**src/rtl/histogram_reduce_if.sv**
```systemverilog
// Block-level bundle for histogram_reduce: ap_ctrl_chain handshake, the two
// partial-histogram read ports, the merged-histogram write port and the total.
// The block itself connects through the slave modport; the environment that
// drives start/continue and owns the BRAMs uses the master modport.
interface histogram_reduce_if #(
  parameter int ADDR_W = 8,
  parameter int DATA_W = 32
);
  // Block control
  logic              ap_start;
  logic              ap_done;
  logic              ap_continue;
  logic              ap_idle;
  logic              ap_ready;

  // Partial histogram A read port
  logic [ADDR_W-1:0] hist_a_address0;
  logic              hist_a_ce0;
  logic [DATA_W-1:0] hist_a_q0;

  // Partial histogram B read port
  logic [ADDR_W-1:0] hist_b_address0;
  logic              hist_b_ce0;
  logic [DATA_W-1:0] hist_b_q0;

  // Merged histogram write port
  logic [ADDR_W-1:0] hist_out_address0;
  logic              hist_out_ce0;
  logic              hist_out_we0;
  logic [DATA_W-1:0] hist_out_d0;

  // Sum of all merged bins of the last completed run
  logic [DATA_W-1:0] total_count;

  modport slave (
    input  ap_start, ap_continue, hist_a_q0, hist_b_q0,
    output ap_done, ap_idle, ap_ready,
           hist_a_address0, hist_a_ce0,
           hist_b_address0, hist_b_ce0,
           hist_out_address0, hist_out_ce0, hist_out_we0, hist_out_d0,
           total_count
  );

  modport master (
    output ap_start, ap_continue, hist_a_q0, hist_b_q0,
    input  ap_done, ap_idle, ap_ready,
           hist_a_address0, hist_a_ce0,
           hist_b_address0, hist_b_ce0,
           hist_out_address0, hist_out_ce0, hist_out_we0, hist_out_d0,
           total_count
  );
endinterface

```
**src/rtl/histogram_reduce.sv**
```systemverilog
// histogram_reduce: merges two partial histograms bin by bin (out = a + b,
// modulo 2^DATA_W) into an output BRAM and reports the grand total of the
// merged bins. Reads are issued one bin per cycle; each read result comes
// back one cycle later and is written out immediately, so the write stream
// trails the read stream by exactly one cycle and finishes in DRAIN.
module histogram_reduce #(
  parameter int N_BINS = 256,
  parameter int ADDR_W = 8,
  parameter int DATA_W = 32
) (
  input  logic                  ap_clk,
  input  logic                  ap_rst_n,
  histogram_reduce_if.slave     bus
);

  typedef enum logic [2:0] {
    S_IDLE  = 3'b001,
    S_RUN   = 3'b010,
    S_DRAIN = 3'b100
  } state_t;

  localparam logic [ADDR_W-1:0] LAST_IDX = ADDR_W'(N_BINS - 1);

  state_t            state;
  logic [ADDR_W-1:0] rd_idx;        // bin being read this cycle
  logic [ADDR_W-1:0] wr_idx;        // bin whose read data arrives this cycle
  logic              wr_vld;        // read data on q0 is valid, write it out
  logic [DATA_W-1:0] acc;           // running sum of bins written so far
  logic [DATA_W-1:0] total_count_r;
  logic              ap_done_reg;
  logic [DATA_W-1:0] merged;

  // Merged bin value straight from the BRAM outputs; wraps silently.
  assign merged = bus.hist_a_q0 + bus.hist_b_q0;

  // Read side: both partial histograms are read in lockstep during RUN only.
  assign bus.hist_a_address0 = rd_idx;
  assign bus.hist_b_address0 = rd_idx;
  assign bus.hist_a_ce0      = (state == S_RUN);
  assign bus.hist_b_ce0      = (state == S_RUN);

  // Write side: one write per cycle whenever returning read data is valid.
  assign bus.hist_out_address0 = wr_idx;
  assign bus.hist_out_ce0      = wr_vld;
  assign bus.hist_out_we0      = wr_vld;
  assign bus.hist_out_d0       = merged;

  // Block handshake: done/ready pulse combinationally in DRAIN, done is then
  // held until the downstream stage acknowledges with ap_continue.
  assign bus.ap_ready    = (state == S_DRAIN);
  assign bus.ap_done     = (state == S_DRAIN) || ap_done_reg;
  assign bus.ap_idle     = (state == S_IDLE) && !bus.ap_start;
  assign bus.total_count = total_count_r;

  // Control FSM plus read/write index pipeline, accumulator and done latch.
  always_ff @(posedge ap_clk) begin
    if (!ap_rst_n) begin
      state         <= S_IDLE;
      rd_idx        <= '0;
      wr_idx        <= '0;
      wr_vld        <= 1'b0;
      acc           <= '0;
      total_count_r <= '0;
      ap_done_reg   <= 1'b0;
    end else begin
      // NOTE: non-blocking assignments; where two assign the same register in
      // one cycle the later one wins, which the start-accept clear of acc relies on
      // never colliding with (wr_vld is always 0 in IDLE).
      if (wr_vld) begin
        acc <= acc + merged;
      end

      unique case (state)
        S_IDLE: begin
          if (bus.ap_start && !ap_done_reg) begin
            rd_idx <= '0;
            acc    <= '0;
            state  <= S_RUN;
          end
        end
        S_RUN: begin
          rd_idx <= rd_idx + 1'b1;
          wr_idx <= rd_idx;
          wr_vld <= 1'b1;
          if (rd_idx == LAST_IDX) begin
            state <= S_DRAIN;
          end
        end
        S_DRAIN: begin
          total_count_r <= acc + merged;
          wr_vld        <= 1'b0;
          state         <= S_IDLE;
        end
        default: begin
          wr_vld <= 1'b0;
          state  <= S_IDLE;
        end
      endcase

      // Acknowledge beats a new completion arriving in the same cycle.
      if (bus.ap_continue) begin
        ap_done_reg <= 1'b0;
      end else if (state == S_DRAIN) begin
        ap_done_reg <= 1'b1;
      end
    end
  end

endmodule

```
**src/flat_wrapper.sv**
```systemverilog
// flat-port wrapper written by rule: the top's interface ports become plain ports
module histogram_reduce_flat 
#(
  parameter int N_BINS = 256,
  parameter int ADDR_W = 8,
  parameter int DATA_W = 32
)
  (ap_clk, ap_rst_n, bus_ap_start, bus_ap_continue, bus_hist_a_q0, bus_hist_b_q0, bus_ap_done, bus_ap_idle, bus_ap_ready, bus_hist_a_address0, bus_hist_a_ce0, bus_hist_b_address0, bus_hist_b_ce0, bus_hist_out_address0, bus_hist_out_ce0, bus_hist_out_we0, bus_hist_out_d0, bus_total_count);
  histogram_reduce_if #(.ADDR_W(ADDR_W), .DATA_W(DATA_W)) bus_i ();
  input  logic ap_clk;
  input  logic ap_rst_n;
  input wire logic [$bits(bus_i.ap_start)-1:0] bus_ap_start;
  input wire logic [$bits(bus_i.ap_continue)-1:0] bus_ap_continue;
  input wire logic [$bits(bus_i.hist_a_q0)-1:0] bus_hist_a_q0;
  input wire logic [$bits(bus_i.hist_b_q0)-1:0] bus_hist_b_q0;
  output wire logic [$bits(bus_i.ap_done)-1:0] bus_ap_done;
  output wire logic [$bits(bus_i.ap_idle)-1:0] bus_ap_idle;
  output wire logic [$bits(bus_i.ap_ready)-1:0] bus_ap_ready;
  output wire logic [$bits(bus_i.hist_a_address0)-1:0] bus_hist_a_address0;
  output wire logic [$bits(bus_i.hist_a_ce0)-1:0] bus_hist_a_ce0;
  output wire logic [$bits(bus_i.hist_b_address0)-1:0] bus_hist_b_address0;
  output wire logic [$bits(bus_i.hist_b_ce0)-1:0] bus_hist_b_ce0;
  output wire logic [$bits(bus_i.hist_out_address0)-1:0] bus_hist_out_address0;
  output wire logic [$bits(bus_i.hist_out_ce0)-1:0] bus_hist_out_ce0;
  output wire logic [$bits(bus_i.hist_out_we0)-1:0] bus_hist_out_we0;
  output wire logic [$bits(bus_i.hist_out_d0)-1:0] bus_hist_out_d0;
  output wire logic [$bits(bus_i.total_count)-1:0] bus_total_count;
  assign bus_i.ap_start = bus_ap_start;
  assign bus_i.ap_continue = bus_ap_continue;
  assign bus_i.hist_a_q0 = bus_hist_a_q0;
  assign bus_i.hist_b_q0 = bus_hist_b_q0;
  assign bus_ap_done = bus_i.ap_done;
  assign bus_ap_idle = bus_i.ap_idle;
  assign bus_ap_ready = bus_i.ap_ready;
  assign bus_hist_a_address0 = bus_i.hist_a_address0;
  assign bus_hist_a_ce0 = bus_i.hist_a_ce0;
  assign bus_hist_b_address0 = bus_i.hist_b_address0;
  assign bus_hist_b_ce0 = bus_i.hist_b_ce0;
  assign bus_hist_out_address0 = bus_i.hist_out_address0;
  assign bus_hist_out_ce0 = bus_i.hist_out_ce0;
  assign bus_hist_out_we0 = bus_i.hist_out_we0;
  assign bus_hist_out_d0 = bus_i.hist_out_d0;
  assign bus_total_count = bus_i.total_count;
  histogram_reduce #(.N_BINS(N_BINS), .ADDR_W(ADDR_W), .DATA_W(DATA_W)) u_core (.ap_clk(ap_clk), .ap_rst_n(ap_rst_n), .bus(bus_i));
endmodule
```
**config.mk**
```make
export PLATFORM = sky130hd
export DESIGN_NAME = histogram_reduce_flat
export DESIGN_NICKNAME = d
export VERILOG_FILES = /design/src/rtl/histogram_reduce_if.sv /design/src/rtl/histogram_reduce.sv /design/src/flat_wrapper.sv
export SDC_FILE = /design/constraint.sdc
export NUM_CORES = 1
export LEC_CHECK = 0
export ABC_AREA = 1
export BUFFER_PORTS_ARGS = -buffer_cell sky130_fd_sc_hd__buf_2
export CAP_MARGIN = 20
export CORE_MARGIN = 4
export CORE_UTILIZATION = 53
export CTS_CLUSTER_SIZE = 25
export DETAILED_ROUTE_END_ITERATION = 10
export PLACE_DENSITY = 0.81
export SYNTH_ARGS = -nofsm -noshare
export SYNTH_HDL_FRONTEND = slang
export SYNTH_SLANG_ARGS = --single-unit
```
**constraint.sdc**
```tcl
create_clock -name ap_clk -period 4.11 [get_ports ap_clk]
set_clock_uncertainty 0.05 [all_clocks]
set_input_delay 0 -clock ap_clk [delete_from_list [all_inputs] [get_ports ap_clk]]
set_output_delay 0 -clock ap_clk [all_outputs]
set_load 0.01 [all_outputs]
```
# == After elaboration in Yosys (flattened, before gate mapping) ==
# Index checks and enable logic that the tools add are counted.
# classes
addsub,3
multipliers,0
div_mod_pow,0
magnitude_cmp,0
n_eq_ne,6
shift,0
mux,9
n_bitwise,1
reduce_logical,9
# op_table
op,count
$mux 32,3
$add 32x32->32,2
$pmux 8 s2,1
$add 8x1->8 const B,1
$eq 8x8->1 const B,1
$mux 8,1
$mux 3,2
$pmux 3 s2,1
$reduce_and 2->1,2
$eq 3x1->1 const B,1
$eq 3x2->1 const B,1
$eq 3x3->1 const B,1
$logic_and 1x1->1,2
$logic_not 1->1,2
$ne 2x1->1 const B,1
$ne 2x2->1 const B,1
$pmux 1 s2,1
$reduce_bool 2->1,1
$reduce_or 2->1,1
$logic_or 1x1->1,1
$not 1->1,1
# word_totals
reg_bits,85
latchBits,0
mem_bits_rw,0
romBits,0
in_bits,68
out_inout_bits,95
wordCells,35
memories,0

# == Depth between registers and ports, before layout ==
# Gate-level depths: netlist (run 1).
# logic_depth
depth_word,5
ltp_mapped,27
mapped_depth_nobuf,27

# == Least setup slack after synthesis (run 1) ==
# No wires, ideal clock.
# synth_timing
path_type,input-to-reg
from,input bus_hist_b_q0[0]
to,"register u_core.total_count_r[31], in the netlist u_core.bus.total_count[31]"
setup_ns,0.109
arrival_time_ns,2.900
required_time_ns,3.951
setup_slack_ns,1.051
path_stages,19
path_buffers,0
cell_sequence,ha_1 -> fa_1 -> nand3_1 -> nand2_1 -> a21oi_1 -> inv_1 -> a21oi_1 -> o21ai_0 -> xor2_1 -> ha_1 -> a21oi_1 -> o21ai_0 -> a21oi_1 -> o21ai_0 -> nand2b_1 -> nand3_1 -> nand3_1 -> nand2_1 -> inv_1
# synth_between
elab_chain_len,2
# synth_rtl
item,line,source
start: declaration,flat_wrapper.sv:15,input wire logic [$bits(bus_i.hist_b_q0)-1:0] bus_hist_b_q0;
$add 32x32->32,histogram_reduce.sv:34,assign merged = bus.hist_a_q0 + bus.hist_b_q0;
via bus_hist_out_d0[18],flat_wrapper.sv:26,output wire logic [$bits(bus_i.hist_out_d0)-1:0] bus_hist_out_d0;
$add 32x32->32,histogram_reduce.sv:90,total_count_r <= acc + merged;
end signal: assignment,histogram_reduce.sv:90,
end: declaration,histogram_reduce.sv:29,logic [DATA_W-1:0] total_count_r;
# The timed path passes the listed nets, and every way through them passes these cells.
# A chain may end at the register's enable or synchronous reset.

# == Final worst setup path (run 1) ==
# layout_timing
from,input bus_hist_b_q0[0]
to,"register u_core.total_count_r[28], in the netlist u_core.bus.total_count[28]"
# layout_between
elab_chain_len,2
# layout_rtl
item,line
$add 32x32->32,histogram_reduce.sv:34
$add 32x32->32,histogram_reduce.sv:90
# No other way between the ends.

==> flow_summary.toml, run 1 <==
[run_status]
status = "completed"

[global_routing]
gr-total-overflow = 0
grt_max_degree = 51
gr-usage-all-layers = 0.263
first_global_vias = 6701
grt_pass1_wl_um = 32000
antenna_found_initial = 0

[critical_path]
path_class = "in -> reg"
critPathArrivalTime_ps = 3640
reg2reg_to = "u_core.bus.total_count[24]$_SDFFE_PN0P_"
required_ps = 4290
worstPathCellList = "buf_2 > ha_1 > fa_1 > nand3_1 > nand2_1 > a21oi_1 > inv_1 > a21oi_1 > o21ai_0 > xor2_1 > ha_1 > nand2_1 > o21ai_0 > a21oi_1 > o21a_1 > nand2_1 > nor2_1 > nand3b_1 > nand2_1 > inv_1"
end_kind = "flop"
crit_buf_inv = 3
crit_fanout = 4
rr_worst_depth = 16
crit_top_cell = "nand2_1"
regToRegSetupSlack_ps = 1670
start_kind = "primary input"
crit_family = "compound AO/OA/AOI/OAI gates"
r2r_start = "u_core.acc[0]$_SDFF_PN0_"
critPathSlowestCell = "fa_1"
cpPeakStageDelay_ps = 400
worstSetupStartpoint = "bus_hist_b_q0[0]"

[final_layout]
diodes = 0
final_util = 0.644
instances_no_fill = 1415
finalInstanceArea_um2 = 8220
nFillCells = 1248
drive_above_1_share = 0.166
synthToLayoutAreaGrowth_pct = 17.6
ff_latch_area_um2 = 1700
nNetsFinal = 1373
multi_input_area_um2 = 4570

[placed_design]
place_congestion = 1.05
dp_cells = 1397
place_area_um2 = 7890
hpwl_um = 16200
portBuffers = 162
dp_slack_ps = 371

[route]
final_antenna_net_count = 0
drc = 0
wl_per_cell_um = 14.3
routed_wl_um = 20200
vias = 7469
first_iter_violations = 558
drtPass1Iterations = 6
vias_per_cell = 5.28

[timing]
period_needed_ps = 3460
setup_viol = 0
rsz0062_at_grt = "no"
hold_violations = 0
drv_slew = 0
period_share = 0.842
setup_slack_ps = 651
worstMarginPinSlew_ps = 704
setup-tns-final_ps = 0
hold_ws_ps = 64.2
max_slew_margin = 0.530
fmax_mhz = 289

[clocking]
cts_inserted_buffers = 9
clock-sinks = 85
tritoncts = "done"
clock_latency_ps = 340
max-clock-path-buffers = 2
htree_levels = 3
path_clk_slew_ps = 60
cts-root-buf = "clkbuf_16"

[yosys]
syn-instance-count = 1091
synth_area_um2 = 6990
synth_enable_flop_cells = 0
yosysTopAreaCellShare = 0.243
ys_seq_area_frac = 0.243
synth.area.top_cells = "dfxtp_1, ha_1, nand2_1"
ys_ff_latch = 85
syn_area_per_cell_um2 = 6.41
synth_cell_types = 47
ys_warn_count = 0
synthArstFlopShare = 0
ys.flop_type = "dfxtp_1"
synth_top_area_cell = "dfxtp_1"
syn-num-nets = 1226

[run]
drv_cap = 0

[worst_hold_path]
min-delay-start = "bus_ap_start"
min_to = "u_core.state[1]$_SDFFE_PN0P_"
hp-class = "in -> reg"
min_path_cells = 5

[floorplan]
die_area_um2 = 15100
die_y_um = 123
fp.dieW_um = 123
core_area_um2 = 12800
num_rows = 41
initial_utilization = 0.547
io_pins = 163

[power_and_ir_drop]
vdd_ir_drop_max_uv = 260
p_leak_nw = 4.49
power_density_nw_per_um2 = 343
p_total_mw = 2.82
per-layer routing:
metal / up-vias / track usage / wire length, µm
li1: 3845 / - / -
met1: 3338 / 0.352 / 9170
met2: 251 / 0.435 / 9390
met3: 35 / 0.0392 / 1160
met4: 0 / 0.0854 / 477
met5: - / 0 / 0
worst max path at each step:
| stage | end | slack [ps] | cells past startpoint |
|---|---|---|---|
| 6_report | u_core.bus.total_count[28]$_SDFFE_PN0P_ | 650 | 20 |
| 2_1_floorplan | u_core.bus.total_count[31]$_SDFFE_PN0P_ | 1050 | 19 |
| 5_1_grt | u_core.acc[31]$_SDFF_PN0_ | 320 | 20 |
| 3_5_place_dp | u_core.bus.total_count[28]$_SDFFE_PN0P_ | 370 | 20 |
| 3_3_place_gp | u_core.acc[31]$_SDFF_PN0_ | 380 | 20 |
| 4_1_cts | u_core.bus.total_count[28]$_SDFFE_PN0P_ | 710 | 20 |
cell families after synthesis:
kind of cell | count (synthesis) | share of synthesized area
AO/OA/AOI/OAI | 222 | 0.185
XOR/XNOR | 45 | 0.0564
adder cells (fa/ha/maj) | 67 | 0.122
buffers and inverters | 182 | 0.104
flip-flops | 85 | 0.243
AND/OR/NAND/NOR | 490 | 0.289
layout make-up:
class / count / area share
Tap cell: 172 / 0.0262
Sequential cell: 85 / 0.207
Inverter: 150 / 0.0685
Clock inverter: 4 / 0.00669
Multi-Input combinational cell: 824 / 0.556
Timing Repair Buffer: 168 / 0.105
Clock buffer: 12 / 0.0312
tightest hold or removal path, stage by stage:
cell and delay, ps:
buf_2 100, inv_1 40, nor2_1 40, nor2_1 150
nor2_1 60
synthesized netlist by cell type, drive strengths merged, types with 5 or more instances:
cell type	number
a211oi	6
a21o	13
a21oi	85
a31oi	7
buf	15
clkbuf	17
dfxtp	85
ha	65
inv	150
nand2	208
nand3	58
nand3b	5
nand4	7
nor2	191
nor3	16
o211ai	9
o21a	5
o21ai	76
xnor2	13
xor2	32
where the power goes:
group	switching, mW	internal (mW)	total (mW)
logic	0.723	0.367	1.09
registers	0.0228	0.860	0.883
clock network	0.337	0.508	0.845
total	1.08	1.73	2.82
layout by cell type, fill, tap and decap left out, drive strengths merged, types with 5 or more instances in the layout:
cell | synthesis | layout
o21a | 5 | 5
inv | 150 | 151
a211oi | 6 | 6
xnor2 | 13 | 13
o21ai | 76 | 76
buf | 15 | 166
xor2 | 32 | 32
nor3 | 16 | 16
a21o | 13 | 13
clkbuf | 17 | 12
ha | 65 | 65
nand3b | 5 | 5
dfxtp | 85 | 85
a21oi | 85 | 85
nor2 | 191 | 191
a31oi | 7 | 7
o211ai | 9 | 9
nand4 | 7 | 7
nand2 | 208 | 208
nand3 | 58 | 58
what timing repair did:
action | 4_1_cts | 5_1_grt
buffers inserted | 0 | 0
hold endpoints to repair | 2 | 0
gates resized for setup | 0 | 0
hold buffers | 2 | 0
(Power assumes the default switching activity.)
==> run 2: changes to the inputs <==
Clock period 4.11 ns to 3.2 ns, I/O delays scaled along.
==> run 2 against run 1 <==
  * Final cell count increased by 9.9%
  * Highest routed layer unchanged
  * Die area unchanged
  * Global-route usage increased by 1.8 points
  * Core utilization increased by 9.8 points
  * Critical path type unchanged
  * Largest cell class unchanged
  * Power increased by 44%
==> flow_summary.toml, run 2 (synthesis results as in run 1) <==
[run_status]
status = "completed"

[power_and_ir_drop]
clkPwrFrac = 0.263
combPwrFrac = 0.457
power_frac_seq = 0.280
p_int_mw = 2.53
vdd_ir_drop_max_uv = 378
power.switching_mw = 1.52
p_sw_frac = 0.375
p_leak_nw = 5.19
power_density_nw_per_um2 = 428

[final_layout]
final_cell_mix = "nand2_1, nor2_1, buf_2"
ff_latch_area_um2 = 1700
nFillCells = 1054
drive_above_1_share = 0.281
final_common_cell = "nand2_1"
multi_input_area_um2 = 4780
nNetsFinal = 1514
synthToLayoutAreaGrowth_pct = 35.5
diodes = 0

[global_routing]
gr-usage-all-layers = 0.281
gr-total-overflow = 0
grt_max_degree = 38
first_global_vias = 7387
antenna_found_initial = 0
grt_pass1_wl_um = 34300

[timing]
setup_slack_ps = 157
hold_ws_ps = 58.2
max_slew_margin = 0.514
period_needed_ps = 3040
fmax_mhz = 329
setup_viol = 0
drv_slew = 0
hold_violations = 0
worstMarginPinSlew_ps = 727
period_share = 0.951

[floorplan]
die_area_um2 = 15100
initial_utilization = 0.547
io_pins = 163
fp.dieW_um = 123
num_rows = 41
die_y_um = 123
core_area_um2 = 12800

[critical_path]
path_class = "in -> reg"
worstPathCellList = "buf_2 > ha_2 > fa_2 > nand3_2 > nand2_2 > nand4_1 > nand2_2 > a21oi_4 > inv_1 > nand2_1 > nand2_1 > buf_4 > xor2_2 > ha_1 > inv_1 > nor3_1 > nand2_1 > nand3b_1 > o2111ai_1 > nand3_1 > nand2_1 > inv_1"
start_kind = "primary input"
crit_top_cell = "nand2_1"
required_ps = 3390
crit_fanout = 3
critPathArrivalTime_ps = 3230
end_kind = "flop"
critPathSlowestCell = "fa_2"
crit_family = "simple AND/OR/NAND/NOR gates"
cpPeakStageDelay_ps = 370
crit_buf_inv = 5

[route]
drtPass1Iterations = 5
drc = 0
final_antenna_net_count = 0
vias_per_cell = 5.24
vias = 8141
routed_wl_um = 21900
wl_per_cell_um = 14.1
first_iter_violations = 578

[placed_design]
place_congestion = 1.02
hpwl_um = 17500
portBuffers = 162
dp_slack_ps = -348

[worst_hold_path]
hp-class = "in -> reg"

[clocking]
cts_inserted_buffers = 9
cts-root-buf = "clkbuf_16"
path_clk_slew_ps = 60
max-clock-path-buffers = 2
clock-sinks = 85
htree_levels = 3
clock_latency_ps = 340
tritoncts = "done"

[run]
drv_cap = 0
## run 2: cell types whose count changed in the layout (fill, tap and decap cells not counted), moves of 3 or more
cell | previous run | this run
a21oi_2 | 3 | 17
ha_1 | 65 | 60
nor2_2 | 0 | 4
ha_4 | 0 | 4
buf_4 | 4 | 145
o21ai_0 | 71 | 67
a21oi_1 | 82 | 67
o21ai_1 | 3 | 7
nand2_1 | 198 | 190
nor2_1 | 191 | 186
xor2_1 | 32 | 29
nand2_2 | 10 | 18
xor2_2 | 0 | 3
## run 2: through the flow
stage	setup TNS [ps]	power (mW)	cells	utilization	area [µm²]
after global routing	-96.7	4.28	1555	0.742	9470
after detailed placement	-6060	2.88	1532	0.697	8910
after floorplan	0	2.10	1091	-	6990
after CTS	0	3.95	1549	0.722	9220
after global placement	-3410	2.86	1532	0.697	8910
final	0	4.05	1555	0.742	9470
## run 2: metal layers
metal | share of wire | vias to the layer above | track usage
li1 | - | 4134 | -
met1 | 0.44 | 3681 | 0.368
met2 | 0.48 | 278 | 0.474
met3 | 0.056 | 48 | 0.0433
met4 | 0.027 | 0 | 0.0903
met5 | 0 | - | 0
## run 2: worst paths after layout
kind,to,depth (start not counted),slack [ps],from
max,u_core.bus.total_count[25]$_SDFFE_PN0P_,22,160,bus_hist_b_q0[0]
min,u_core.state[1]$_SDFFE_PN0P_,5,60,bus_ap_start
max reg2reg,u_core.bus.total_count[16]$_SDFFE_PN0P_,14,790,u_core.acc[0]$_SDFF_PN0_
min reg2reg,u_core.bus.hist_out_address0[5]$_SDFFE_PN0P_,2,410,u_core.bus.hist_out_address0[5]$_SDFFE_PN0P_
## run 2: timing repair
action                                  4_1_cts  5_1_grt
buffers inserted                              0        6
resized for setup                             0       48
endpoints found under the setup margin        0       31
hold buffers                                  2        0
hold endpoints to repair                      3        0
## run 2: area by class of cell
class / count / area share
inverter: 150 / 0.0594
clock inverter: 5 / 0.00608
tap: 172 / 0.0227
sequential: 85 / 0.180
clock buffer: 10 / 0.0252
timing repair buffer: 309 / 0.203
multi-input combinational: 824 / 0.504
## run 2: worst min-delay path: cells and delay by family
| family | cells | cell delay [ps] |
|---|---|---|
| simple gates | 3 | 250 |
| buf+inv | 2 | 140 |
## run 2: power groups by stage
stage	registers (mW)	logic, mW	clock network, mW
3_3_place_gp	1.15	1.70	0
6_report	1.13	1.85	1.07
3_5_place_dp	1.16	1.72	0
5_1_grt	1.14	2.02	1.12
4_1_cts	1.13	1.74	1.08
2_1_floorplan	1.16	0.935	0
==> run 3: changes to the inputs <==
Settings changed: MAX_ROUTING_LAYER set to met4, RECOVER_POWER set to 100.
==> run 3 against run 2 <==
  * Worst setup slack improved by 5.5 ps
  * Final area fell by 0.99%
  * Core utilization fell by 0.73 points
  * Sequential share of layout area rose by 0.18 points
  * First-iteration DRC count rose by 1.0%
  * Power barely moved
  * Flip-flop and latch count did not move
  * Worst hold slack got worse by 1.4 ps
  * Global-route usage rose by 1.2 points
  * Clock-buffer cell count did not move
  * Maximum frequency rose by 0.18%
  * Clock power barely moved
  * Critical endpoint is now u_core.bus.total_count[28]$_SDFFE_PN0P_
  * Largest power group unchanged
==> flow_summary.toml, run 3 (synthesis results as in run 1) <==
[power_and_ir_drop]
p_int_mw = 2.51
vdd_ir_drop_max_uv = 304
power.switching_mw = 1.54
p_sw_frac = 0.380
power_density_nw_per_um2 = 432
p_leak_nw = 4.94
clkPwrFrac = 0.270
combPwrFrac = 0.449
power_frac_seq = 0.281

[floorplan]
die_area_um2 = 15100
fp.dieW_um = 123
num_rows = 41
io_pins = 163
core_area_um2 = 12800
initial_utilization = 0.547
die_y_um = 123

[route]
vias_per_cell = 5.24
wl_per_cell_um = 14.4
vias = 8148
routed_wl_um = 22500
first_iter_violations = 584
final_antenna_net_count = 0
drc = 0
drtPass1Iterations = 5

[timing]
rsz0062_at_grt = "yes"
max_slew_margin = 0.467
period_share = 0.949
hold_violations = 0
setup_slack_ps = 162
setup-tns-final_ps = 0
period_needed_ps = 3040
drv_slew = 0
setup_viol = 0
fmax_mhz = 329
worstMarginPinSlew_ps = 798

[global_routing]
gr-usage-all-layers = 0.293
antenna_found_initial = 0
grt_pass1_wl_um = 34500
first_global_vias = 7431
grt_max_degree = 38
gr-total-overflow = 0

[clocking]
cts-root-buf = "clkbuf_16"
path_clk_slew_ps = 60
max-clock-path-buffers = 2
htree_levels = 3
clock-sinks = 85
cts_inserted_buffers = 9
clock_latency_ps = 350
tritoncts = "done"

[final_layout]
synthToLayoutAreaGrowth_pct = 34.2
final_cell_mix = "nand2_1, nor2_1, inv_1"
final_common_cell = "nand2_1"
diodes = 0
drive_above_1_share = 0.239
nFillCells = 1133
nNetsFinal = 1513

[run_status]
status = "completed"

[critical_path]
crit_fanout = 4
end_kind = "flop"
worstPathCellList = "buf_2 > ha_1 > nand2_1 > buf_4 > nor2_1 > nand2_1 > nand2_2 > nand2_1 > nand2_2 > buf_4 > a21oi_1 > xnor2_1 > ha_1 > buf_4 > nand2_1 > o21ai_0 > a21oi_1 > o21a_1 > nand2_2 > nand2_1 > nand3b_1 > nand2_1 > inv_1"
required_ps = 3400
critPathArrivalTime_ps = 3230
cpPeakStageDelay_ps = 370
start_kind = "primary input"
crit_top_cell = "nand2_1"
path_class = "in -> reg"
critPathSlowestCell = "ha_1"

[placed_design]
hpwl_um = 17700
portBuffers = 162
dp_slack_ps = -335
place_congestion = 1.06

[run]
drv_cap = 0

[worst_hold_path]
hp-class = "in -> reg"
-- run 3: cell count changes in the layout (fill, tap and decap cells not counted), moves of 2 or more --
cell / previous run / this run
nor2_2: 4 / 8
ha_4: 4 / 1
nor3_2: 4 / 6
clkbuf_1: 0 / 57
xnor2_2: 2 / 0
buf_2: 162 / 105
nor3_1: 12 / 10
nor2_1: 186 / 183
a21oi_2: 17 / 10
ha_1: 60 / 64
xnor2_1: 11 / 13
a21oi_1: 67 / 73
-- run 3: metrics by stage --
stage	instances	instance area, µm²	util	hold slack [ps]	total power [mW]
5_1_grt	1555	9380	0.734	91.5	4.28
4_1_cts	1551	9240	0.723	49.8	3.98
3_5_place_dp	1533	8910	0.698	119	2.88
2_1_floorplan	1091	6990	-	-2.47	2.10
6_report	1555	9380	0.734	56.7	4.05
3_3_place_gp	1533	8910	0.698	115	2.86
-- run 3: area by class of cell --
| type | count | area [µm²] | area share |
|---|---|---|---|
| Sequential cell | 85 | 1700 | 0.181 |
| Clock buffer | 10 | 239 | 0.0255 |
| Timing Repair Buffer | 308 | 1840 | 0.196 |
| Clock inverter | 6 | 68.8 | 0.00734 |
| Tap cell | 172 | 215 | 0.0229 |
| Inverter | 150 | 563 | 0.0600 |
| Multi-Input combinational cell | 824 | 4750 | 0.507 |
-- run 3: what timing repair did --
action	CTS	global route
hold buffers	2	0
buffers inserted	0	4
resized for setup	0	50
endpoints found under the hold margin	3	0
endpoints found under the setup margin	0	33
-- run 3: routing by layer --
layer	share of wire	global-route usage	vias up
li1	-	-	4140
met1	0.43	0.366	3684
met2	0.48	0.496	272
met3	0.056	0.0350	52
met4	0.027	0.0896	0
met5	0	-	-
-- run 3: path summary, 6_finish.rpt --
check,slack (ps),start,depth (start not counted),end
max,160,bus_hist_b_q0[3],23,u_core.bus.total_count[28]$_SDFFE_PN0P_
min,60,bus_ap_start,5,u_core.state[1]$_SDFFE_PN0P_
max reg2reg,740,u_core.acc[0]$_SDFF_PN0_,14,u_core.acc[16]$_SDFF_PN0_
min reg2reg,410,u_core.bus.hist_out_address0[5]$_SDFFE_PN0P_,2,u_core.bus.hist_out_address0[5]$_SDFFE_PN0P_
-- run 3: power groups by stage --
stage | Clock [mW] | Combinational [mW] | Sequential, mW
finish | 1.09 | 1.82 | 1.14
global route | 1.15 | 1.99 | 1.14
CTS | 1.10 | 1.74 | 1.14
detailed placement | 0 | 1.72 | 1.16
global placement | 0 | 1.71 | 1.16
floorplan | 0 | 0.935 | 1.16
-- run 3: worst max-delay path: cells and delay by family --
| family | cells | cell delay, ps |
|---|---|---|
| simple gates | 11 | 990 |
| buf+inv | 5 | 570 |
| fa+ha+maj | 2 | 700 |
| xor+xnor | 1 | 280 |
| compound gates | 4 | 680 |
